--- config.mk ---
export PLATFORM = sky130hd
export DESIGN_NAME = locked_register_bank_flat
export DESIGN_NICKNAME = d
export VERILOG_FILES = /design/src/rtl/locked_reg_pkg.sv /design/src/rtl/locked_register_bank_if.sv /design/src/rtl/locked_register_bank_fsm.sv /design/src/rtl/locked_register_bank.sv /design/src/flat_wrapper.sv
export SDC_FILE = /design/constraint.sdc
export NUM_CORES = 1
export LEC_CHECK = 0
export ABC_AREA = 1
export BUFFER_PORTS_ARGS = -buffer_cell sky130_fd_sc_hd__buf_2
export CAP_MARGIN = 20
export CELL_PAD_IN_SITES_DETAIL_PLACEMENT = 0
export CELL_PAD_IN_SITES_GLOBAL_PLACEMENT = 1
export CORE_UTILIZATION = 40
export CTS_CLUSTER_SIZE = 40
export DETAILED_ROUTE_END_ITERATION = 7
export PLACE_DENSITY_LB_ADDON = 0.08
export SLEW_MARGIN = 20
export SYNTH_ARGS = -nofsm -noshare
export SYNTH_HDL_FRONTEND = slang
export SYNTH_HIERARCHICAL = 1
export SYNTH_SLANG_ARGS = --single-unit
--- constraint.sdc ---
create_clock -name Clk -period 10.8 [get_ports Clk]
set_input_delay 1.08 -clock Clk [delete_from_list [all_inputs] [get_ports Clk]]
set_output_delay 1.08 -clock Clk [all_outputs]
set_load 0.02 [all_outputs]
--- src/rtl/locked_reg_pkg.sv ---
// locked_reg_pkg: shared defaults and debug window state encoding
package locked_reg_pkg;
  localparam int DEF_WIDTH = 16;
  localparam int DEF_DEPTH = 8;
  localparam int DEF_CNT_W = 8;
  typedef enum logic [1:0] {CLOSED, ARMED, OPEN} dbg_state_e;
endpackage

--- src/rtl/locked_register_bank_if.sv ---
// locked_register_bank_if: write/lock/read/debug bus of the locked register bank
interface locked_register_bank_if
  import locked_reg_pkg::*;
#(
  parameter int WIDTH = DEF_WIDTH,
  parameter int DEPTH = DEF_DEPTH,
  parameter int CNT_W = DEF_CNT_W
);
  localparam int AW = $clog2(DEPTH);
  logic             write;
  logic [AW-1:0]    addr;
  logic [WIDTH-1:0] Data_in;
  logic             Lock;
  logic             lock_all;
  logic             trusted;
  logic             debug_mode;
  logic [AW-1:0]    rd_addr;
  logic [WIDTH-1:0] Data_out;
  logic [DEPTH-1:0] lock_status;
  logic             dbg_open;
  logic             violation;
  logic [CNT_W-1:0] violation_count;
  modport master (
    output write, addr, Data_in, Lock, lock_all, trusted, debug_mode, rd_addr,
    input  Data_out, lock_status, dbg_open, violation, violation_count
  );
  modport slave (
    input  write, addr, Data_in, Lock, lock_all, trusted, debug_mode, rd_addr,
    output Data_out, lock_status, dbg_open, violation, violation_count
  );
endinterface

--- src/rtl/locked_register_bank_fsm.sv ---
// debug_window_fsm: opens the debug window after two consecutive trusted debug requests
module debug_window_fsm
  import locked_reg_pkg::*;
(
  input  logic Clk,
  input  logic reset,
  input  logic debug_mode,
  input  logic trusted,
  output logic dbg_open
);
  dbg_state_e state_q, state_d;
  logic req;
  always_comb begin
    req      = debug_mode & trusted;
    state_d  = !req ? CLOSED : (state_q == CLOSED ? ARMED : OPEN);
    dbg_open = state_q == OPEN;
  end
  always_ff @(posedge Clk or posedge reset)
    if (reset) state_q <= CLOSED;
    else       state_q <= state_d;
endmodule

--- src/rtl/locked_register_bank.sv ---
// locked_register_bank: register array with sticky per-register locks, trusted debug override
// and a saturating count of blocked writes
module locked_register_bank
  import locked_reg_pkg::*;
#(
  parameter int WIDTH = DEF_WIDTH,
  parameter int DEPTH = DEF_DEPTH,
  parameter int CNT_W = DEF_CNT_W
) (
  input logic                  Clk,
  input logic                  reset,
  locked_register_bank_if.slave bus
);
  localparam int AW = $clog2(DEPTH);
  logic [WIDTH-1:0] mem_q [DEPTH];
  logic [WIDTH-1:0] mem_d [DEPTH];
  logic [DEPTH-1:0] lock_q, lock_d;
  logic [WIDTH-1:0] rd_q, rd_d;
  logic             viol_q, viol_d;
  logic [CNT_W-1:0] cnt_q, cnt_d;
  logic             dbg_open, override, blocked;
  logic [AW-1:0]    waddr;
  debug_window_fsm u_fsm (
    .Clk        (Clk),
    .reset      (reset),
    .debug_mode (bus.debug_mode),
    .trusted    (bus.trusted),
    .dbg_open   (dbg_open)
  );
  // Lock is applied from the current lock vector, so a same-cycle write+Lock still stores
  always_comb begin
    waddr          = bus.addr;
    override       = dbg_open & bus.trusted;
    blocked        = bus.write & lock_q[waddr] & ~override;
    mem_d          = mem_q;
    if (bus.write && !blocked) mem_d[waddr] = bus.Data_in;
    lock_d         = lock_q | (bus.lock_all ? {DEPTH{1'b1}} : (DEPTH'(bus.Lock) << waddr));
    rd_d           = mem_q[bus.rd_addr];
    viol_d         = blocked;
    cnt_d          = (blocked && !(&cnt_q)) ? cnt_q + CNT_W'(1) : cnt_q;
  end
  always_ff @(posedge Clk or posedge reset)
    if (reset) begin
      mem_q  <= '{default: '0};
      lock_q <= '0;
      rd_q   <= '0;
      viol_q <= 1'b0;
      cnt_q  <= '0;
    end else begin
      mem_q  <= mem_d;
      lock_q <= lock_d;
      rd_q   <= rd_d;
      viol_q <= viol_d;
      cnt_q  <= cnt_d;
    end
  assign bus.Data_out        = rd_q;
  assign bus.lock_status     = lock_q;
  assign bus.dbg_open        = dbg_open;
  assign bus.violation       = viol_q;
  assign bus.violation_count = cnt_q;
endmodule

--- src/flat_wrapper.sv ---
// flat-port wrapper written by rule: the top's interface ports become plain ports
module locked_register_bank_flat import locked_reg_pkg::*;
#(
  parameter int WIDTH = DEF_WIDTH,
  parameter int DEPTH = DEF_DEPTH,
  parameter int CNT_W = DEF_CNT_W
)
  (Clk, reset, bus_write, bus_addr, bus_Data_in, bus_Lock, bus_lock_all, bus_trusted, bus_debug_mode, bus_rd_addr, bus_Data_out, bus_lock_status, bus_dbg_open, bus_violation, bus_violation_count);
  locked_register_bank_if #(.WIDTH(WIDTH), .DEPTH(DEPTH), .CNT_W(CNT_W)) bus_i ();
  input logic Clk;
  input logic reset;
  input wire logic [$bits(bus_i.write)-1:0] bus_write;
  input wire logic [$bits(bus_i.addr)-1:0] bus_addr;
  input wire logic [$bits(bus_i.Data_in)-1:0] bus_Data_in;
  input wire logic [$bits(bus_i.Lock)-1:0] bus_Lock;
  input wire logic [$bits(bus_i.lock_all)-1:0] bus_lock_all;
  input wire logic [$bits(bus_i.trusted)-1:0] bus_trusted;
  input wire logic [$bits(bus_i.debug_mode)-1:0] bus_debug_mode;
  input wire logic [$bits(bus_i.rd_addr)-1:0] bus_rd_addr;
  output wire logic [$bits(bus_i.Data_out)-1:0] bus_Data_out;
  output wire logic [$bits(bus_i.lock_status)-1:0] bus_lock_status;
  output wire logic [$bits(bus_i.dbg_open)-1:0] bus_dbg_open;
  output wire logic [$bits(bus_i.violation)-1:0] bus_violation;
  output wire logic [$bits(bus_i.violation_count)-1:0] bus_violation_count;
  assign bus_i.write = bus_write;
  assign bus_i.addr = bus_addr;
  assign bus_i.Data_in = bus_Data_in;
  assign bus_i.Lock = bus_Lock;
  assign bus_i.lock_all = bus_lock_all;
  assign bus_i.trusted = bus_trusted;
  assign bus_i.debug_mode = bus_debug_mode;
  assign bus_i.rd_addr = bus_rd_addr;
  assign bus_Data_out = bus_i.Data_out;
  assign bus_lock_status = bus_i.lock_status;
  assign bus_dbg_open = bus_i.dbg_open;
  assign bus_violation = bus_i.violation;
  assign bus_violation_count = bus_i.violation_count;
  locked_register_bank #(.WIDTH(WIDTH), .DEPTH(DEPTH), .CNT_W(CNT_W)) u_core (.Clk(Clk), .reset(reset), .bus(bus_i));
endmodule
==> reports/results.tsv <==
metric	value	unit
vias in the first global route	6505	
period utilization	36.5	%
Post-synth ARST share	100	%
sequential fraction of the synthesis area	51.5	%
area grow syn2layout	11.9	%
Worst Path Arrival	4.25	ns
final slew viol count	0	
CTS tree	done	
R2R Setup Slk	7.36	ns
main combinational cell family by area after synthesis	simple AND/OR/NAND/NOR gates	
PortBufs	62	
Vias/cell	5.44	
first-pass GRT wire length	38.2	mm
Yosys warnings	6	
clk_lat worst skew	0.43	ns
Fmax	254	MHz
worst rel slew slack	29.5	%
reg-to-reg startpoint	u_core/bus.lock_status[1]	
I/O pin cnt	63	
crit start category	input port	
Slowest cell on crit path	buf_4	
GP Congestion	0.793	
dpl hpwl	13.4	mm
Post-Synth XOR/XNOR Area	0.553	%
worst hold path class	flop to flop	
Inserted Clock Buffers	17	
setup TNS	0	ns
remaining global-route overflow	0	
worst path cell trace	buf_2, inv_2, nand2_1, nand3_1, nand2_1, o21ai_4, buf_16, buf_4, nand3_1, nand2_1, nand2_1	
FP Rows	51	
RSZ-0062 raised after global routing	no	
GR Util met1	36.5	%
clock slew at reported path FFs	0.06	ns
synthesized net count	1000	
Root Buffer	clkbuf_16	
worst path required time	11.11	ns
critical path type	input port to flop	
IR drop worst, VDD	0.000106	V
Final Hold Vio Count	0	
core area	0.0195	mm2
prevailing post-synth register cell	dfrtp_1	
CTS Hold Buffers Added	0	
Detailed Routing Iterations Pass 1	5	
leak pwr	4.48	nW
reg2reg end	u_core/mem_q[31]	
Finish-stage setup viols	0	
Worst setup EP type	flop	
drc violations	0	
crit path time final	3.94	ns
share of cells above drive strength 1	12.5	%
mux contribution to synthesized area	0	%
met3 usage	3.96	%
PD cells	199	mW/mm2
CP startpoint	bus_addr[0]	
H-tree levels	4	
compound-cell area share of the yosys netlist	6.34	%
CP dominant cell by count	nand2_1	
Die W	143	um
Syn Area/Cell	8.16	um2
Synth cell types	28	
Routed Antenna Nets	0	
largest net degree at the start of global routing	98	
max cap viols	0	
vias	6836	
drt initial violations	553	
GR peak layer	met2	
Final nets	1008	
Synth Register Bits	163	
simple-gate area share of the yosys netlist	34.2	%
Synth Area in Adders	0.158	%
antenna violations before repair	2	
post-cts sizing count	0	
Least-Margin Pin Slew	1.06	ns
total wire length	24.6	mm
Clock Path Buffers	2	
Die Y-Extent	143	um
Worst path max stage delay	0.81	ns
clk_skew	0.00973	ns
Initial Util	40.7	%
Post-Syn Area	0.00792	mm2
clock sink total	163	
CP max FO	97	
fin util	45.5	%
post-CTS setup buffer count	0	
R2R depth	10	
Wirelength per Cell	19.6	um
status	finished, final reports clean	
synthesized instance count	970	
ANT cells	0	
Critical Path End	u_core/mem_q[31]	
die area	0.0204	mm2
GRT Util Overall	25.4	%
met2 Use GR	39.2	%
number of flops mapped to enable cells by yosys	0	
report_power, final:
part | internal, W | switching (W)
registers | 0.000736 | 0.0000709
logic | 0.000107 | 0.000206
clock network | 0.000384 | 0.000259
metrics by stage:
stage	instance area (um2)	total power (W)	cells	hold WS (ns)	worst slack, ns
after detailed placement	8210	0.00113	1223	0.453	6.10
after global routing	8860	0.00186	1256	0.484	6.58
after floorplan	7920	0.00104	970	0.437	5.37
final	8860	0.00176	1256	0.466	6.86
after global placement	8210	0.00113	1223	0.449	6.18
after CTS	8830	0.00178	1255	0.470	6.56
registers in the layout, summed over array words and instances (netlist names):
register and cells:
u_core/u_fsm/state_q 2, u_core/bus.violation_count 8, u_core/mem_q 128, u_core/bus.violation 1, u_core/bus.Data_out 16, u_core/bus.lock_status 8
metal layers:
metal	routed length [um]	vias to the layer above
met5	30	-
met2	11000	183
met3	1120	30
li1	-	3273
met4	377	4
met1	12100	3346
cells in the mapped netlist, types with 4 or more instances:
| master | number | area share [%] |
|---|---|---|
| buf_2 | 11 | 0.70 |
| nand2_1 | 342 | 16 |
| o21ai_0 | 33 | 2.1 |
| inv_2 | 4 | 0.19 |
| o211ai_1 | 4 | 0.38 |
| buf_1 | 11 | 0.52 |
| buf_6 | 13 | 1.8 |
| clkbuf_2 | 11 | 0.70 |
| o32ai_1 | 32 | 3.5 |
| nand3_2 | 7 | 0.88 |
| nand4_1 | 130 | 10 |
| clkbuf_1 | 40 | 1.9 |
| nor2_1 | 110 | 5.2 |
| dfrtp_1 | 163 | 52 |
| nand3_1 | 16 | 1.0 |
| inv_1 | 24 | 1.1 |
kinds of logic (layout without fill, tap and decap cells):
| kind of cell | after synthesis | after routing |
|---|---|---|
| flops | 163 | 163 |
| xor+xnor | 5 | 5 |
| simple gates | 612 | 612 |
| compound gates | 73 | 73 |
| fa+ha+maj | 1 | 1 |
| buf+inv | 116 | 137 |
worst max-delay path: cells and delay by family:
family                 cells  cell delay [ns]
AOI/OAI and AO/OA          1             0.40
buffers and inverters      4             1.36
and+or+nand+nor            6             1.36
layout by cell type (no fill, tap or decap):
master      Yosys  final
clkinvlp_4      0      1
or2_1           1      1
dfrtp_1       163    163
o21ai_0        33     33
buf_2          11     61
o32ai_1        32     32
clkinv_2        0      2
nand4_1       130    130
inv_2           4      4
o211ai_1        4      4
nor2_1        110    110
xnor2_1         2      2
buf_4           1     14
clkinv_4        0      4
nand3_1        16     16
nor3_1          1      1
o21ai_4         0      1
clkbuf_8        0      3
nand3_2         7      7
o21ai_1         2      2
nand3b_1        2      2
xor2_1          3      3
buf_16          0      1
ha_1            1      1
nand2_1       342    342
bufinv_16       0      3
nor2_2          3      3
inv_1          24     23
inv_6           0      2
a21boi_0        1      1
buf_6          13      1
clkbuf_16       0     17
clkbuf_1       40      1
cell type report:
type	instances	area (um2)
well taps	265	332
clock inverters	11	151
inverters	28	110
flip-flops and latches	163	4080
multi-input cells	691	3270
repair buffers	77	449
clock buffers	21	470
fillers	2012	10600
worst min path at each step:
| stage | from | endpoint | cells past startpoint |
|---|---|---|---|
| after floorplan | u_core/mem_q[16] | u_core/mem_q[16] | 2 |
| final | u_core/mem_q[89] | u_core/mem_q[89] | 2 |
| after detailed placement | u_core/mem_q[88] | u_core/mem_q[88] | 2 |
| after global placement | u_core/mem_q[88] | u_core/mem_q[88] | 2 |
| after global routing | u_core/mem_q[102] | u_core/mem_q[102] | 2 |
| after CTS | u_core/mem_q[88] | u_core/mem_q[88] | 2 |
Note: power is estimated with default switching activity, not from simulation.
